**src/rtl/matrix_scalar_divide.sv**
```systemverilog
// Serial PxP matrix / scalar divider in signed Q(N-Q).Q fixed point.
// One shared restoring divider produces one quotient bit per cycle.
// Elements are processed one after another into a result buffer.
// C is updated in a single step when the whole matrix is finished.
module matrix_scalar_divide #(
    parameter int N = 32,
    parameter int Q = 18,
    parameter int P = 4
) (
    input  logic             clk,
    input  logic             reset,
    input  logic             start,
    input  logic [P*P*N-1:0] A,
    input  logic [N-1:0]     s,
    output logic [P*P*N-1:0] C,
    output logic             busy,
    output logic             done,
    output logic             overflow,
    output logic             div_by_zero
);

    localparam int E  = P * P;
    localparam int W  = N + Q;
    localparam int CW = $clog2(W + 1);
    localparam int KW = (E > 1) ? $clog2(E) : 1;
    localparam logic [N-1:0] MAX_N = {1'b0, {(N-1){1'b1}}};

    typedef enum logic [2:0] {IDLE, LOAD, ITER, STORE, ZERO, DONE} state_t;

    state_t            state, state_nxt;
    logic [KW-1:0]     k;
    logic [CW-1:0]     cnt;
    logic [E*N-1:0]    a_q;
    logic [N-1:0]      s_q;
    logic              neg;
    logic [N-1:0]      abs_s;
    logic [N-1:0]      rem;
    logic [W-1:0]      dvd;
    logic [W-1:0]      quo;
    logic [N-1:0]      res_buf [E];

    logic signed [N-1:0] cur_elem;
    logic [N:0]        r_sh;
    logic              ge;
    logic [N-1:0]      r_new;
    logic              sat;
    logic [N-1:0]      res_val;

    // Magnitude of a two's complement value; -2^(N-1) maps onto 2^(N-1).
    function automatic logic [N-1:0] abs_val(input logic [N-1:0] v);
        return v[N-1] ? -v : v;
    endfunction

    // True when the magnitude quotient does not fit the positive range.
    function automatic logic sat_check(input logic [W-1:0] qm);
        return qm > {{Q{1'b0}}, MAX_N};
    endfunction

    // Clamp the magnitude quotient, then reapply the sign (symmetric range).
    function automatic logic [N-1:0] apply_sign(input logic [W-1:0] qm, input logic n);
        logic [N-1:0] mag;
        mag = sat_check(qm) ? MAX_N : qm[N-1:0];
        return n ? -mag : mag;
    endfunction

    // Result of x / 0: zero stays zero, anything else saturates by its sign.
    function automatic logic [N-1:0] zero_fill(input logic [N-1:0] a);
        if (a == '0) return '0;
        return a[N-1] ? -MAX_N : MAX_N;
    endfunction

    // Restoring divider step and per-element result formatting.
    always_comb begin
        cur_elem = a_q[int'(k)*N +: N];
        r_sh     = {rem, dvd[W-1]};
        ge       = r_sh >= {1'b0, abs_s};
        r_new    = ge ? N'(r_sh - {1'b0, abs_s}) : r_sh[N-1:0];
        sat      = sat_check(quo);
        res_val  = apply_sign(quo, neg);
    end

    // Next-state logic and status decode.
    always_comb begin
        state_nxt = state;
        busy      = 1'b0;
        done      = 1'b0;
        case (state)
            IDLE:  if (start) state_nxt = (s == '0) ? ZERO : LOAD;
            LOAD:  state_nxt = ITER;
            ITER:  if (cnt == CW'(W - 1)) state_nxt = STORE;
            STORE: state_nxt = (k == KW'(E - 1)) ? DONE : LOAD;
            ZERO:  state_nxt = DONE;
            DONE:  state_nxt = IDLE;
            default: state_nxt = IDLE;
        endcase
        busy = (state == LOAD) || (state == ITER) || (state == STORE) || (state == ZERO);
        done = (state == DONE);
    end

    // Control state, sticky flags and the published result matrix.
    always_ff @(posedge clk) begin
        if (reset) begin
            state       <= IDLE;
            k           <= '0;
            cnt         <= '0;
            overflow    <= 1'b0;
            div_by_zero <= 1'b0;
            C           <= '0;
        end else begin
            state <= state_nxt;
            case (state)
                IDLE: if (start) begin
                    overflow    <= 1'b0;
                    div_by_zero <= 1'b0;
                    k           <= '0;
                end
                LOAD: cnt <= '0;
                ITER: cnt <= cnt + CW'(1);
                STORE: begin
                    if (sat) overflow <= 1'b1;
                    if (k == KW'(E - 1)) begin
                        for (int j = 0; j < E; j++)
                            C[j*N +: N] <= (j == int'(k)) ? res_val : res_buf[j];
                    end else begin
                        k <= k + KW'(1);
                    end
                end
                ZERO: begin
                    overflow    <= 1'b1;
                    div_by_zero <= 1'b1;
                    for (int j = 0; j < E; j++)
                        C[j*N +: N] <= zero_fill(a_q[j*N +: N]);
                end
                default: ;
            endcase
        end
    end

    // Operand capture, divider datapath and result buffer.
    always_ff @(posedge clk) begin
        case (state)
            IDLE: if (start) begin
                a_q <= A;
                s_q <= s;
            end
            LOAD: begin
                neg   <= cur_elem[N-1] ^ s_q[N-1];
                abs_s <= abs_val(s_q);
                dvd   <= {abs_val(cur_elem), {Q{1'b0}}};
                rem   <= '0;
                quo   <= '0;
            end
            ITER: begin
                rem <= r_new;
                dvd <= dvd << 1;
                quo <= {quo[W-2:0], ge};
            end
            STORE: res_buf[k] <= res_val;
            default: ;
        endcase
    end

endmodule
```
**config.mk**
```make
export PLATFORM = sky130hd
export DESIGN_NAME = matrix_scalar_divide
export DESIGN_NICKNAME = d
export VERILOG_FILES = /design/src/rtl/matrix_scalar_divide.sv
export SDC_FILE = /design/constraint.sdc
export NUM_CORES = 2
export LEC_CHECK = 0
export CAP_MARGIN = 30
export CORE_AREA = 4 4 412 414
export CTS_CLUSTER_DIAMETER = 30
export DETAILED_ROUTE_END_ITERATION = 8
export DIE_AREA = 0 0 416 418
export GPL_TIMING_DRIVEN = 0
export PLACE_DENSITY = 0.68
export SLEW_MARGIN = 20
export SYNTH_ARGS = -nofsm -noshare
export SYNTH_HDL_FRONTEND = slang
export SYNTH_SLANG_ARGS = --single-unit
```
**constraint.sdc**
```tcl
create_clock -name clk -period 167.6 [get_ports clk]
set_clock_uncertainty 0.15 [all_clocks]
set_input_delay 41.9 -clock clk [delete_from_list [all_inputs] [get_ports clk]]
set_output_delay 41.9 -clock clk [all_outputs]
set_load 0.005 [all_outputs]
```
# After elaboration in Yosys (flattened, before gate mapping)
# Memory sizes are Yosys's and may differ from the RTL's.
# Index checks and enable logic that the tools add are counted.
dict set report totals {
  mem_bits_rw 512
  reg_bits 1236
  memories 1
}
dict set report op_classes {
  mux 137
  shifts 1
  addsub 6
  order_cmp 2
  n_eq_ne 27
  bitwise_logic 1
  reduce_logical 33
}
# name depth word_bits read_ports rd_clocked_by_memory_dff write_ports line
set mem_list {}
lappend mem_list {res_buf 16 32 16 0 1 40} ;# logic [N-1:0] res_buf [E];
# cell count
set ops {}
lappend ops {{two-way mux 32 bit} 68}
lappend ops {{case mux 512 bit (2 select lines)} 1}
lappend ops {{zero test 32 bit} 17}
lappend ops {{two-way mux 512 bit} 1}
lappend ops {{indexed part select 512 x 10 -> 32 bit} 1}
lappend ops {{case mux 50 bit (2 select lines)} 2}
lappend ops {{negation 32 bit} 3}
lappend ops {{case mux 32 bit (2 select lines)} 1}
lappend ops {{two-way mux 1 bit} 52}
lappend ops {{> comparator 50 x 31 -> 1 bit, second input constant} 1}
lappend ops {{>= comparator 33 x 32 -> 1 bit} 1}
lappend ops {{== test 4 bit, first input constant} 8}
lappend ops {{subtractor 32 bit} 1}
lappend ops {{two-way mux 31 bit} 1}
lappend ops {{== test 3 x 4 -> 1 bit, first input constant} 4}
lappend ops {{case mux 3 bit (5 select lines)} 1}
lappend ops {{two-way mux 3 bit} 4}
lappend ops {{case mux 6 bit (2 select lines)} 1}
lappend ops {{!= test 2 bit, second input constant} 5}
lappend ops {{== test 2 x 4 -> 1 bit, first input constant} 2}
lappend ops {{two-way mux 4 bit} 2}
lappend ops {{case mux 4 bit (2 select lines)} 1}
lappend ops {{AND reduction 2 bit} 4}
lappend ops {{nonzero test 2 bit} 4}
lappend ops {{other kinds (16)} 21}

# Logic depth before layout (Yosys ltp)
dict set report depth {
  word_depth 7
  depth_mapped 19
}

# Least setup slack after synthesis
# OpenSTA, ideal clock, no wires.
dict set report synth_path {
  kind {input to register}
  startpoint {in start}
  endpoint {reg k[2]}
  setup_ns 0.186
  path_stages 3
  slack_ns 66.050
  required_time_ns 167.264
  arrival_ns 101.215
  cell_sequence {nor4b_1 -> or2_2 -> nor2_1}
}
dict set report synth_via {
  elab_chain_len 2
}
# element line
set synth_rtl {}
lappend synth_rtl {{start, declared} 12} ;# input logic start,
lappend synth_rtl {{!= test 2 bit (no line)} n/a}
lappend synth_rtl {{AND reduction 3 bit (no line)} n/a}
lappend synth_rtl {{end signal, assigned} 125} ;# k <= k + KW'(1);
lappend synth_rtl {{end, declared} 31} ;# logic [KW-1:0] k;
# No other way between the ends.
# A chain may end at the register's enable or synchronous reset.

# Worst setup path after layout
dict set report layout_path {
  startpoint {reg state[0]}
  endpoint {out done}
}
dict set report layout_via {
  elab_chain_len 1
}
# element line
set layout_rtl {}
lappend layout_rtl {{start, declared} 30} ;# state_t state, state_nxt;
lappend layout_rtl {{start signal, assigned} 110} ;# state <= state_nxt;
lappend layout_rtl {{== test 3 bit} 97} ;# done = (state == DONE);
lappend layout_rtl {{end, declared} 17} ;# output logic done,
# No other way between the ends.

==> results.cfg <==
[timing]
timing.final.crit_period_ns = 45.42
worst_pin_slew_ns = 1.26
setup_ws_ns = 122.18
fin_hold_ws_ns = 0.311
maxSlewViolCount = 0
fin_tns_setup_ns = 0
setup_viol = 0
hold_violations = 0
rsz0062_at_grt = false
slew_headroom_pct = 16.2
finalCritPeriodShare_pct = 27.1
fmaxAchievable_mhz = 22.0

[outcome]
status = finished, final reports clean

[final_layout]
seqCellArea_mm2 = 0.0457
fillers = 13438
nNetsFinal = 8069
area_delta_synth_final_pct = 40.5
multiInputGateArea_mm2 = 0.0222
drive_gt1_share_pct = 14.3

[clock_tree]
cts_max_level = 5
clock-sinks = 1698
cts_tree = yes
cts_buffer_depth = 4
ctsHoldBuffers = 0
clk_pin_slew_ns = 0.04
cts_resized = 0
numCtsBuffers = 374
cts_root_buffer = clkbuf_16
postCtsSetupBuffers = 0
clk_latency_ns = 0.98

[synth]
avgSynthCellArea_um2 = 11.9
async_flop_share_pct = 0
yosys.area.top_type_share_pct = 50.2
ys_seq_area_share_pct = 65.3
netlist_area_mm2 = 0.0700
synth_top_area_cell = edfxtp_1
netlist_top_cells_area = edfxtp_1 (50%), dfxtp_1 (15%), nor2_1 (4.1%), mux4_2 (4.0%), a21oi_1 (3.3%)
ys_types = 85
yosysWarningCount = 0
synth_edf_count = 1171
syn_nets = 6471
ys.flop_type = edfxtp_1
synth_cells = 5882
yosys_register_bits = 1698

[grt]
track_usage_pct = 37.7
antenna_found_initial = 99
grt_pass1_vias = 59462
grt_overflow = 0
grt_max_degree = 49
grt_pass1_wl_mm = 457

[power]
p_leak_nw = 34.4
vdd.ir_drop.worst_uv = 14.4
powerDensity_mw_per_mm2 = 14.8

[placed_design]
routabilityCongestion = 1.01
hpwlAfterDp_mm = 253
portBuffers = 1061
post-place-ws_ns = 121.41

[drt]
drcViolationCount = 0
drtIter0Drc = 10990
via_count = 62156
routedWlPerCell_um = 33.8
drt_pass1_iterations = 9
via_per_inst = 6.17
routed_wl_mm = 340
ant_nets = 0

[floorplanning]
rows = 150
dieArea_mm2 = 0.174
core_mm2 = 0.166
io_pins = 1063
start_util_pct = 42.1
die_h_um = 418
die_x_um = 416

[worst_hold_path]
min-delay-path-class = reg -> reg
hp-start = overflow$_SDFFE_PP0P_

[setup_path]
arrival_ns = 3.37
crit_start = state[0]$_SDFFE_PP0P_
end_kind = output pin
crit_required_ns = 125.55
r2r_start = quo[40]$_SDFFCE_PN0P_
critical_path.max_fanout = 10
setup.worst_path.class = reg -> out
start_kind = flip-flop

[flow_run]
drv_cap = 0
==> worst paths after layout <==
path              cells past startpoint  slack (ns)                        to
setup / recovery                      5      122.18                      done
hold / removal                        2        0.31     overflow$_SDFFE_PP0P_
setup reg to reg                     16      159.86  res_buf[8][24]$_DFFE_PP_
hold reg to reg                       2        0.31     overflow$_SDFFE_PP0P_
==> synth_stat cells (23+ instances only) <==
cell type,n
a22oi_1,45
ha_1,41
edfxtp_1,1171
nor4_1,163
o21a_1,23
clkbuf_1,385
xor2_1,36
nand2_1,388
mux4_2,123
xnor2_1,48
buf_2,23
o211ai_1,25
a211oi_1,199
mux2_2,31
nand3_1,74
or3_1,27
and3_1,58
nor2_1,759
nor3_1,416
nand4_1,47
inv_1,116
buf_1,27
a21oi_1,468
o21ai_0,354
dfxtp_1,527
==> through the flow <==
step	std cells	cell area, µm²	util, %	power [mW]
2_1_floorplan	5882	70000	-	0.652
3_3_place_gp	9147	83400	50.1	0.766
3_5_place_dp	9300	85200	51.3	0.710
4_1_cts	9977	98000	59.0	1.45
5_1_grt	10045	98300	59.1	1.49
6_report	10069	98300	59.1	1.46
==> registers in the layout, summed over array words and instances (netlist names), 6 cells and up <==
register and flops:
abs_s 32, a_q 512, quo 50, dvd 32
cnt 6, res_buf 480, C 512, rem 32
s_q 32
==> cells by family (layout without fill, tap and decap cells) <==
family | count (synthesis) | in the layout | share of synthesized area (%)
and+or+nand+nor | 2028 | 2028 | 13.4
buffers and inverters | 568 | 2467 | 3.29
adders and majority gates | 42 | 42 | 0.762
DFF | 1698 | 1698 | 65.3
other | 0 | 84 | 0
xor gates and xnor gates | 85 | 85 | 1.07
muxes | 167 | 167 | 4.90
AOI/OAI and AO/OA | 1294 | 1294 | 11.3
==> power breakdown <==
group	switching, mW	internal (mW)
combinational	0.130	0.0588
sequential	0.0278	0.499
clock	0.253	0.492
==> per-layer routing <==
layer	track usage (%)	wire [µm]
met5	0.306	43
met4	27.4	28800
met3	14.0	48300
met2	53.6	143000
met1	47.2	120000
==> critical path: stages, from the launching register on <==
cell and delay, ns:
dfxtp_1 0.31, clkbuf_1 0.30, inv_1 0.18, clkbuf_1 0.25
nor3b_1 0.76, clkdlybuf4s50_1 0.66
==> layout make-up <==
cell class	count	area share, %
Timing Repair Buffer	1222	12.5
Inverter	117	0.447
Antenna cell	84	0.214
Sequential cell	1698	46.5
Multi-Input combinational cell	3616	22.6
Clock inverter	249	2.79
Clock buffer	428	10.2
Tap cell	2204	2.80
Buffer	451	1.92
==> cells in the final DEF (no fill, tap or decap), types with 45 or more instances in the layout <==
cell and n:
dfxtp_1 527, diode_2 84, clkinv_2 45, a21oi_1 468, edfxtp_1 1171, clkinv_4 47
nand3_1 74, nor3_1 416, clkinvlp_4 48, clkdlybuf4s50_1 1061, clkbuf_16 390, nand2_1 387
a211oi_1 193, buf_2 96, nor2_1 744, o21ai_0 345, xnor2_1 45, nor4_1 163
inv_1 95, a22oi_1 45, and3_1 58, mux4_2 123, clkbuf_1 391, nand4_1 47
Note: power is estimated with default switching activity, not from simulation.
